[src/rtl/servo_angle_ramp_if.sv]
// Command handshake between the angle source and the servo ramp stage.
// The source drives cmd_valid and cmd_deg and holds them until cmd_ready is seen high.
interface servo_angle_ramp_if;
  logic       cmd_valid;
  logic       cmd_ready;
  logic [7:0] cmd_deg;

  modport master (
    output cmd_valid,
    output cmd_deg,
    input  cmd_ready
  );

  modport slave (
    input  cmd_valid,
    input  cmd_deg,
    output cmd_ready
  );
endinterface

[src/rtl/servo_angle_ramp.sv]
// Converts a commanded angle in degrees to PWM pulse ticks and slews the PWM angle
// toward it by one tick every STEP_FRAMES servo frames.
module servo_angle_ramp #(
  parameter int unsigned FRAME_CYCLES = 1_000_000,
  parameter int unsigned STEP_FRAMES  = 2,
  parameter int unsigned MIN_TICK     = 5,
  parameter int unsigned PARK_TICK    = 15
) (
  input  logic                clk,
  input  logic                rst_n,
  servo_angle_ramp_if.slave   cmd,
  output logic [7:0]          angle,
  output logic                busy,
  output logic                done,
  output logic                frame_tick
);

  localparam int unsigned FrameW = (FRAME_CYCLES > 1) ? $clog2(FRAME_CYCLES) : 1;
  localparam int unsigned StepW  = $clog2(STEP_FRAMES + 1);

  typedef enum logic [1:0] {StIdle, StConvert, StRamp} state_e;

  state_e              state_q;
  logic [FrameW-1:0]   frame_cnt_q;
  logic [StepW-1:0]    step_cnt_q;
  logic [7:0]          deg_q;
  logic [7:0]          target_q;
  logic [7:0]          angle_q;
  logic                done_q;
  logic [7:0]          deg_clamped;
  logic [14:0]         scaled;

  assign frame_tick    = (frame_cnt_q == FrameW'(FRAME_CYCLES - 1));
  assign cmd.cmd_ready = (state_q == StIdle);
  assign busy          = (state_q != StIdle);
  assign angle         = angle_q;
  assign done          = done_q;

  assign deg_clamped = (cmd.cmd_deg > 8'd180) ? 8'd180 : cmd.cmd_deg;
  // deg*57/512 with rounding: maps 0..180 degrees onto 0..20 ticks.
  assign scaled      = {7'd0, deg_q} * 15'd57 + 15'd256;

  always_ff @(posedge clk or negedge rst_n) begin
    if (!rst_n) begin
      frame_cnt_q <= '0;
    end else if (frame_tick) begin
      frame_cnt_q <= '0;
    end else begin
      frame_cnt_q <= frame_cnt_q + 1'b1;
    end
  end

  always_ff @(posedge clk or negedge rst_n) begin
    if (!rst_n) begin
      state_q    <= StIdle;
      deg_q      <= '0;
      target_q   <= 8'(PARK_TICK);
      angle_q    <= 8'(PARK_TICK);
      step_cnt_q <= '0;
      done_q     <= 1'b0;
    end else begin
      done_q <= 1'b0;
      case (state_q)
        StIdle: begin
          if (cmd.cmd_valid) begin
            deg_q   <= deg_clamped;
            state_q <= StConvert;
          end
        end
        StConvert: begin
          target_q   <= 8'(MIN_TICK) + 8'(scaled >> 9);
          step_cnt_q <= '0;
          state_q    <= StRamp;
        end
        StRamp: begin
          if (angle_q == target_q) begin
            done_q  <= 1'b1;
            state_q <= StIdle;
          end else if (frame_tick) begin
            if (step_cnt_q == StepW'(STEP_FRAMES - 1)) begin
              step_cnt_q <= '0;
              angle_q    <= (target_q > angle_q) ? angle_q + 8'd1 : angle_q - 8'd1;
            end else begin
              step_cnt_q <= step_cnt_q + 1'b1;
            end
          end
        end
        default: state_q <= StIdle;
      endcase
    end
  end

endmodule
[src/flat_wrapper.sv]
// flat-port wrapper written by rule: the top's interface ports become plain ports
module servo_angle_ramp_flat 
#(
  parameter int unsigned FRAME_CYCLES = 1_000_000,
  parameter int unsigned STEP_FRAMES  = 2,
  parameter int unsigned MIN_TICK     = 5,
  parameter int unsigned PARK_TICK    = 15
)
  (clk, rst_n, angle, busy, done, frame_tick, cmd_cmd_valid, cmd_cmd_deg, cmd_cmd_ready);
  servo_angle_ramp_if cmd_i ();
  input  logic clk;
  input  logic rst_n;
  output logic [7:0] angle;
  output logic busy;
  output logic done;
  output logic frame_tick;
  input wire logic [$bits(cmd_i.cmd_valid)-1:0] cmd_cmd_valid;
  input wire logic [$bits(cmd_i.cmd_deg)-1:0] cmd_cmd_deg;
  output wire logic [$bits(cmd_i.cmd_ready)-1:0] cmd_cmd_ready;
  assign cmd_i.cmd_valid = cmd_cmd_valid;
  assign cmd_i.cmd_deg = cmd_cmd_deg;
  assign cmd_cmd_ready = cmd_i.cmd_ready;
  servo_angle_ramp #(.FRAME_CYCLES(FRAME_CYCLES), .STEP_FRAMES(STEP_FRAMES), .MIN_TICK(MIN_TICK), .PARK_TICK(PARK_TICK)) u_core (.clk(clk), .rst_n(rst_n), .cmd(cmd_i), .angle(angle), .busy(busy), .done(done), .frame_tick(frame_tick));
endmodule
[config.mk]
export PLATFORM = sky130hd
export DESIGN_NAME = servo_angle_ramp_flat
export DESIGN_NICKNAME = d
export VERILOG_FILES = /design/src/rtl/servo_angle_ramp_if.sv /design/src/rtl/servo_angle_ramp.sv /design/src/flat_wrapper.sv
export SDC_FILE = /design/constraint.sdc
export NUM_CORES = 1
export LEC_CHECK = 0
export BUFFER_PORTS_ARGS = -buffer_cell sky130_fd_sc_hd__buf_2
export CAP_MARGIN = 20
export CORE_MARGIN = 2
export CORE_UTILIZATION = 26
export DETAILED_ROUTE_END_ITERATION = 6
export GPL_ROUTABILITY_DRIVEN = 0
export SLEW_MARGIN = 10
export SYNTH_ARGS = -nofsm -noshare
export SYNTH_HDL_FRONTEND = slang
export SYNTH_SLANG_ARGS = --single-unit
[constraint.sdc]
create_clock -name clk -period 4.66 [get_ports clk]
set_input_delay 0.233 -clock clk [delete_from_list [all_inputs] [get_ports clk]]
set_output_delay 0.233 -clock clk [all_outputs]
set_load 0.02 [all_outputs]
==> results of run 1 <==
-- critical path: stages (launching register included) --
cell and delay (ns):
dfrtp_1 0.39, inv_1 0.16, fa_1 0.47, fa_1 0.52, inv_1 0.04, ha_1 0.29, ha_1 0.29, ha_1 0.29
nand4_2 0.17, o21ai_4 0.23, xor2_1 0.26, ha_1 0.25, o21ai_1 0.10, xnor2_1 0.16, a21oi_1 0.08
-- cell families (layout without fill, tap and decap cells) --
kind of cell | Yosys count | in the layout | share of synthesized area (%)
buffers and inverters | 40 | 66 | 4.37
adder cells (fa/ha/maj) | 61 | 61 | 24.4
XOR/XNOR | 40 | 40 | 10.6
AND/OR/NAND/NOR | 91 | 91 | 12.9
multiplexers | 5 | 5 | 1.63
flip-flops | 48 | 48 | 35.0
AO/OA/AOI/OAI | 56 | 56 | 11.1
-- worst min path at each step --
stage          slack, ns  cells after the start                              to
2_1_floorplan      -0.06                      0     u_core.angle[4]$_DFFE_PN0P_
3_3_place_gp        0.37                      2     u_core.deg_q[7]$_DFFE_PN0P_
3_5_place_dp        0.38                      2     u_core.deg_q[6]$_DFFE_PN0P_
4_1_cts             0.08                      2  u_core.target_q[5]$_DFFE_PN0N_
5_1_grt              0.1                      2     u_core.deg_q[7]$_DFFE_PN0P_
6_report            0.03                      2     u_core.deg_q[7]$_DFFE_PN0P_
-- synth_stat cells (3+ instances only) --
cell type / number
nor2b_1: 3
nor3_1: 3
nand3_1: 13
nand2_1: 25
dfrtp_1: 40
o21ai_0: 18
ha_1: 50
and3_1: 4
nor2_1: 26
nand4_1: 4
xor2_1: 15
inv_1: 35
clkbuf_1: 4
xnor2_1: 23
mux2_2: 5
fa_1: 11
dfstp_2: 8
a21oi_1: 14
-- registers in the layout (all words and copies together) (netlist names) --
signal	count
u_core.target_q	7
u_core.deg_q	8
u_core.done	1
u_core.step_cnt_q	2
u_core.frame_cnt_q	20
u_core.state_q	2
u_core.angle	8
-- layout make-up --
cell class | count | area (µm²)
Fill cell | 1388 | 9210
Multi-Input combinational cell | 253 | 2100
Sequential cell | 48 | 1210
Tap cell | 176 | 220
Clock buffer | 7 | 143
Inverter | 35 | 131
Timing Repair Buffer | 23 | 118
Clock inverter | 1 | 8.76
-- metal layers --
layer / global-route usage, % / share of wire (%)
met5: 0 / 0
met4: 2.87 / 1.3
met3: 2.06 / 4.0
met2: 15.5 / 45
met1: 13.1 / 50
-- metrics by stage --
stage | util (%) | setup slack [ns]
2_1_floorplan | - | 1.09
3_3_place_gp | 28.8 | 0.943
3_5_place_dp | 28.8 | 0.795
4_1_cts | 29.9 | 0.794
5_1_grt | 29.9 | 0.590
6_report | 29.9 | 0.831
==> flow_metrics.env, run 1 <==
export IMPL_arrival_ns=3.98
export IMPL_cts_resized=0
export IMPL_period_minus_slack_ns=3.83
export IMPL_grt_pass1_wl_um=11400
export IMPL_cts_buffers=5
export IMPL_dp_hpwl_um=4970
export IMPL_synth_cell_types=50
export IMPL_rsz0062_at_grt="no"
export IMPL_finalMaxSlewViolations=0
export IMPL_setup_tns_ns=0
export IMPL_synth_edf_count=0
export IMPL_portBuffers=22
export IMPL_first_pass_iters=4
export IMPL_grt_max_degree=49
export IMPL_clock_latency_ns=0.29
export IMPL_endpoint_kind="register"
export IMPL_rows=42
export IMPL_r2r_start="u_core.deg_q[3]$_DFFE_PN0P_"
export IMPL_die_h_um=119
export IMPL_synth_top_flop_cell="dfrtp_1"
export IMPL_synth_seq_area_share_pct=35.0
export IMPL_track_usage_pct=9.66
export IMPL_crit_type="register to register"
export IMPL_cts_buffer_depth=2
export IMPL_synth_top_area_cell="dfrtp_1"
export IMPL_dieArea_um2=14200
export IMPL_diodes=0
export IMPL_wire_per_inst_um=11.4
export IMPL_drc=0
export IMPL_hold_violations=0
export IMPL_nNetsFinal=438
export IMPL_antenna_left=0
export IMPL_cts_htree_levels=2
export IMPL_boundaryPins=23
export IMPL_yosys_top_cells_area="dfrtp_1 29%, ha_1 18%, fa_1 6.4%, dfstp_2 6.1%, xnor2_1 5.8%"
export IMPL_ys_ff_latch=48
export IMPL_drt_iter0_drc=68
export IMPL_clk_pin_slew_ns=0.06
export IMPL_postSynth_asyncResetShare_pct=100
export IMPL_drv_cap=0
export IMPL_die_w_um=119
export IMPL_worst_slew_pin_slew_ns=0.606
export IMPL_fmax_mhz=261
export IMPL_min_path_type="primary input to asynchronous set/reset pin"
export IMPL_final_cell_count_no_fill=543
export IMPL_drt_vias_per_instance=4.40
export IMPL_cp_start_kind="register"
export IMPL_avgSynthCellArea_um2=10.1
export IMPL_cp_endpoint="u_core.target_q[4]$_DFFE_PN0N_"
export IMPL_grt_overflow=0
export IMPL_place_inst=535
export IMPL_clock_root_buffer="clkbuf_16"
export IMPL_setup_viol=0
export IMPL_drive_above_1_share_pct=15.0
export IMPL_crit_fanout=4
export IMPL_rr_worst_depth=14
export IMPL_required_ns=4.81
export IMPL_initial_utilization_pct=26.3
export IMPL_wl_um=6200
export IMPL_cts_sink_count=48
export IMPL_final_cell_mix="50 x ha_1, 40 x dfrtp_1, 35 x inv_1"
export IMPL_yosys_warnings=0
export IMPL_post_cts_setup_buffers=0
export IMPL_antenna_found_initial=0
export IMPL_fin_crit_sh_pct=82.2
export IMPL_skew_ns=0.00787
export IMPL_vias=2390
export IMPL_critPathLaunch="u_core.deg_q[3]$_DFFE_PN0P_"
export IMPL_grt_pass1_vias=2482
export IMPL_holdWs_ns=0.0312
export IMPL_yosysTopAreaCellShare_pct=28.9
export IMPL_reg2reg_to="u_core.target_q[4]$_DFFE_PN0N_"
export IMPL_fin_area_um2=3930
export IMPL_synth_area_um2=3460
export IMPL_r2r_setup_slack_ns=0.83
export IMPL_maxSlewHeadroom_pct=59.6
export IMPL_status="complete, no violations"
export IMPL_fp_coreArea_um2=13100
export IMPL_syn2layout_area_growth_pct=13.6
export IMPL_layout_commonest_cell="ha_1"
export IMPL_cts_hold_buf=0
export IMPL_cts_tree="yes"
export IMPL_syn_num_nets=413
export IMPL_dpl_cell_area_um2=3780
export IMPL_syn_inst=341
Power of run 1 is not shown: default switching activity piles up to over one toggle a cycle in this logic, so the estimate is an artifact.
==> run 2: changes to the inputs <==
==> constraint.sdc (replaced) <==
create_clock -name clk -period 3.2 [get_ports clk]
set_input_delay 0.16 -clock clk [delete_from_list [all_inputs] [get_ports clk]]
set_output_delay 0.16 -clock clk [all_outputs]
set_load 0.02 [all_outputs]
==> flow_metrics.env, run 2 (synthesis gave the netlist of run 1 again) <==
export IMPL_drt_iter0_drc=85
export IMPL_layout_commonest_cell="dfrtp_1"
export IMPL_final_cell_mix="40 x dfrtp_1, 39 x ha_1, 33 x buf_4"
export IMPL_nNetsFinal=472
export IMPL_clock_root_buffer="clkbuf_16"
export IMPL_dp_hpwl_um=5340
export IMPL_syn2layout_area_growth_pct=26.0
export IMPL_grt_pass1_wl_um=11600
export IMPL_boundaryPins=23
export IMPL_antenna_left=0
export IMPL_crit_fanout=4
export IMPL_required_ns=3.36
export IMPL_portBuffers=22
export IMPL_setup_viol=6
export IMPL_fmax_mhz=288
export IMPL_drive_above_1_share_pct=26.9
export IMPL_cts_buffers=5
export IMPL_clock_latency_ns=0.29
export IMPL_crit_type="register to register"
export IMPL_track_usage_pct=9.84
export IMPL_cts_htree_levels=2
export IMPL_finalMaxSlewViolations=0
export IMPL_cp_start_kind="register"
export IMPL_antenna_found_initial=0
export IMPL_fin_crit_sh_pct=108
export IMPL_period_minus_slack_ns=3.47
export IMPL_fp_coreArea_um2=13100
export IMPL_drc=0
export IMPL_skew_ns=0.00795
export IMPL_drv_cap=0
export IMPL_arrival_ns=3.62
export IMPL_maxSlewHeadroom_pct=63.1
export IMPL_grt_overflow=0
export IMPL_cts_buffer_depth=2
export IMPL_status="complete, but fails checks"
export IMPL_hold_violations=0
export IMPL_die_w_um=119
export IMPL_rsz0062_at_grt="yes"
export IMPL_min_path_type="primary input to register"
export IMPL_setup_ws_ns=-0.266
export IMPL_place_ws_ns=-0.378
export IMPL_clk_pin_slew_ns=0.07
export IMPL_wire_per_inst_um=11.5
export IMPL_drt_vias_per_instance=4.34
export IMPL_endpoint_kind="register"
export IMPL_grt_max_degree=44
export IMPL_grt_pass1_vias=2670
export IMPL_cts_sink_count=48
export IMPL_first_pass_iters=4
export IMPL_n_fill_cell=1338
export IMPL_holdWs_ns=0.0984
export IMPL_initial_utilization_pct=26.3
export IMPL_violations="setup timing"
export IMPL_die_h_um=119
export IMPL_vias=2506
export IMPL_largest_reg_flops=20
export IMPL_dieArea_um2=14200
export IMPL_worst_slew_pin_slew_ns=0.552
export IMPL_cts_tree="yes"
export IMPL_rows=42
export IMPL_regMostFlops="u_core.frame_cnt_q"
export IMPL_diodes=0
export IMPL_finalCoreUtilization_pct=33.2
export IMPL_wl_um=6630
## run 2: changes by cell type in the layout (fill, tap and decap cells not counted), moves of 2 or more
cell     delta
buf_4      +32
inv_1       -3
xnor2_2     +2
xnor2_1     -2
ha_1       -11
o21ai_0     -2
inv_2       +3
ha_2        +2
o21ai_1     +2
ha_4        +9
## run 2: routing by layer
layer	routed length [µm]	vias to the layer above	track usage [%]
met4	59	0	2.28
met5	0	-	0
met1	3140	1196	12.3
met2	3210	27	16.9
met3	217	6	2.68
li1	-	1277	-
## run 2: critical path, cell delays in order, from the launching register on
cell	delay, ns
dfrtp_1	0.39
inv_2	0.10
fa_1	0.44
fa_1	0.50
inv_1	0.05
ha_1	0.28
ha_2	0.19
ha_4	0.27
nand4_4	0.09
o21ai_4	0.21
a41oi_4	0.21
o21ai_2	0.21
xor2_2	0.18
xnor2_1	0.13
a21oi_1	0.08
## run 2: per-stage QoR
stage	area [µm²]	instances	setup TNS [ns]
global placement	4010	560	-1.58
CTS	4260	571	-1.34
finish	4360	577	-1.33
floorplan	3510	341	-1.08
global route	4360	577	-2.24
detailed placement	4010	560	-2.07
## run 2: area by class of cell
cell class | instances | area (µm²) | area share (%)
Tap cell | 176 | 220 | 5.05
Clock inverter | 2 | 12.5 | 0.287
Sequential cell | 48 | 1210 | 27.8
Clock buffer | 6 | 129 | 2.96
Timing Repair Buffer | 57 | 388 | 8.90
Inverter | 35 | 131 | 3.01
Multi-Input combinational cell | 253 | 2270 | 52.0
## run 2: worst paths after layout
check                                                startpoint                                to  slack [ns]  cells after the start
min in group asynchronous                                 rst_n    u_core.target_q[4]$_DFFE_PN0N_        0.25                      2
worst min register to register  u_core.frame_cnt_q[0]$_DFF_PN0_   u_core.frame_cnt_q[0]$_DFF_PN0_        0.48                      1
worst max register to register      u_core.deg_q[3]$_DFFE_PN0P_    u_core.target_q[5]$_DFFE_PN0N_       -0.27                     14
worst min-delay path                             cmd_cmd_deg[1]       u_core.deg_q[1]$_DFFE_PN0P_         0.1                      3
max in group asynchronous                                 rst_n  u_core.frame_cnt_q[13]$_DFF_PN0_        2.34                      4
worst max-delay path                u_core.deg_q[3]$_DFFE_PN0P_    u_core.target_q[5]$_DFFE_PN0N_       -0.27                     14
## run 2: what timing repair did
| action | 4_1_cts | 5_1_grt |
|---|---|---|
| gates resized for setup | 9 | 7 |
| setup buffers | 3 | 4 |
| pin swaps | 12 | 15 |
| hold buffers | 0 | 1 |
| setup endpoints to repair | 7 | 9 |
| endpoints found under the hold margin | 0 | 7 |
Power of run 2 is left out for the same reason.
==> run 3: changes to the inputs <==
==> constraint.sdc (replaced) <==
create_clock -name clk -period 3.72 [get_ports clk]
set_input_delay 0.186 -clock clk [delete_from_list [all_inputs] [get_ports clk]]
set_output_delay 0.186 -clock clk [all_outputs]
set_load 0.02 [all_outputs]
==> flow_metrics.env, run 3 (synthesis gave the netlist of run 1 again) <==
export IMPL_antenna_left=0
export IMPL_hold_violations=0
export IMPL_drt_iter0_drc=94
export IMPL_final_cell_count_no_fill=555
export IMPL_drive_above_1_share_pct=21.9
export IMPL_syn2layout_area_growth_pct=20.7
export IMPL_required_ns=3.88
export IMPL_largest_reg_flops=20
export IMPL_final_cell_mix="44 x ha_1, 40 x dfrtp_1, 31 x inv_1"
export IMPL_cts_buffer_depth=2
export IMPL_crit_type="register to register"
export IMPL_grt_overflow=0
export IMPL_r2r_start="u_core.deg_q[2]$_DFFE_PN0P_"
export IMPL_vias=2445
export IMPL_critPathLaunch="u_core.deg_q[2]$_DFFE_PN0P_"
export IMPL_arrival_ns=3.73
export IMPL_cts_buffers=5
export IMPL_cts_sink_count=48
export IMPL_setup_viol=0
export IMPL_fin_crit_sh_pct=96.1
export IMPL_grt_pass1_wl_um=11500
export IMPL_regMostFlops="u_core.frame_cnt_q"
export IMPL_min_path_type="primary input to register"
export IMPL_place_inst=539
export IMPL_holdWs_ns=0.127
export IMPL_nNetsFinal=450
export IMPL_clock_latency_ns=0.29
export IMPL_dieArea_um2=14200
export IMPL_worst_slew_pin_slew_ns=0.571
export IMPL_layout_commonest_cell="ha_1"
export IMPL_cts_tree="yes"
export IMPL_fmax_mhz=280
export IMPL_drt_vias_per_instance=4.41
export IMPL_boundaryPins=23
export IMPL_grt_max_degree=45
export IMPL_initial_utilization_pct=26.3
export IMPL_hold_start="cmd_cmd_deg[0]"
export IMPL_endpoint_kind="register"
export IMPL_crit_fanout=4
export IMPL_track_usage_pct=9.85
export IMPL_fp_coreArea_um2=13100
export IMPL_wire_per_inst_um=12.1
export IMPL_clock_root_buffer="clkbuf_16"
export IMPL_grt_pass1_vias=2538
export IMPL_cp_start_kind="register"
export IMPL_skew_ns=0.00332
export IMPL_maxSlewHeadroom_pct=62.0
export IMPL_die_h_um=119
export IMPL_diodes=0
export IMPL_rows=42
export IMPL_portBuffers=22
export IMPL_drc=0
export IMPL_die_w_um=119
export IMPL_wl_um=6740
export IMPL_status="complete, no violations"
export IMPL_first_pass_iters=4
export IMPL_period_minus_slack_ns=3.57
export IMPL_finalCoreUtilization_pct=31.8
export IMPL_antenna_found_initial=0
export IMPL_clk_pin_slew_ns=0.06
export IMPL_setup_tns_ns=0
export IMPL_finalMaxSlewViolations=0
export IMPL_cts_htree_levels=2
export IMPL_dp_hpwl_um=5200
export IMPL_drv_cap=0
run 3: per-stage QoR:
stage	area, µm²	setup slack, ns
floorplan	3460	0.152
global route	4180	-0.0115
CTS	4040	0.00832
global placement	3810	0.0330
finish	4180	0.146
detailed placement	3810	-0.0852
run 3: layout make-up:
cell class | count | area (µm²)
Sequential cell | 48 | 1210
Fill cell | 1368 | 8960
Clock inverter | 2 | 38.8
Multi-Input combinational cell | 253 | 2220
Timing Repair Buffer | 35 | 214
Inverter | 35 | 131
Clock buffer | 6 | 139
Tap cell | 176 | 220
run 3: worst paths after layout:
| kind | to | slack [ns] | cells after the start |
|---|---|---|---|
| setup / recovery | u_core.target_q[5]$_DFFE_PN0N_ | 0.15 | 14 |
| hold / removal | u_core.deg_q[0]$_DFFE_PN0P_ | 0.13 | 2 |
| setup reg to reg | u_core.target_q[5]$_DFFE_PN0N_ | 0.15 | 14 |
| hold reg to reg | u_core.frame_cnt_q[4]$_DFF_PN0_ | 0.48 | 1 |
| max in group asynchronous | u_core.target_q[3]$_DFFE_PN1N_ | 2.74 | 3 |
| min in group asynchronous | u_core.deg_q[7]$_DFFE_PN0P_ | 0.22 | 2 |
run 3: worst max-delay path, stage by stage (launching register included):
cell and delay, ns:
dfrtp_1 0.40, buf_4 0.14, buf_4 0.12, fa_1 0.50, fa_2 0.44, ha_1 0.21
ha_2 0.18, ha_4 0.27, nand4_4 0.12, o21ai_4 0.22, a41oi_4 0.18, o21ai_2 0.21
xor2_2 0.21, xnor2_1 0.15, a21oi_1 0.08
run 3: timing repair:
item                       in CTS  in global routing
hold buffers                    1                  0
hold endpoints to repair        4                  0
resized for setup               6                 15
pin swaps                       5                 10
buffers inserted                2                  5
setup endpoints to repair       6                  5
run 3: per-layer routing:
layer	wire length [µm]	up-vias	global-route usage, %
met5	0	-	0
met4	84	0	2.87
met3	218	10	1.92
met2	3180	35	16.3
met1	3250	1167	13.1
li1	-	1233	-
Power of run 3 is left out for the same reason.
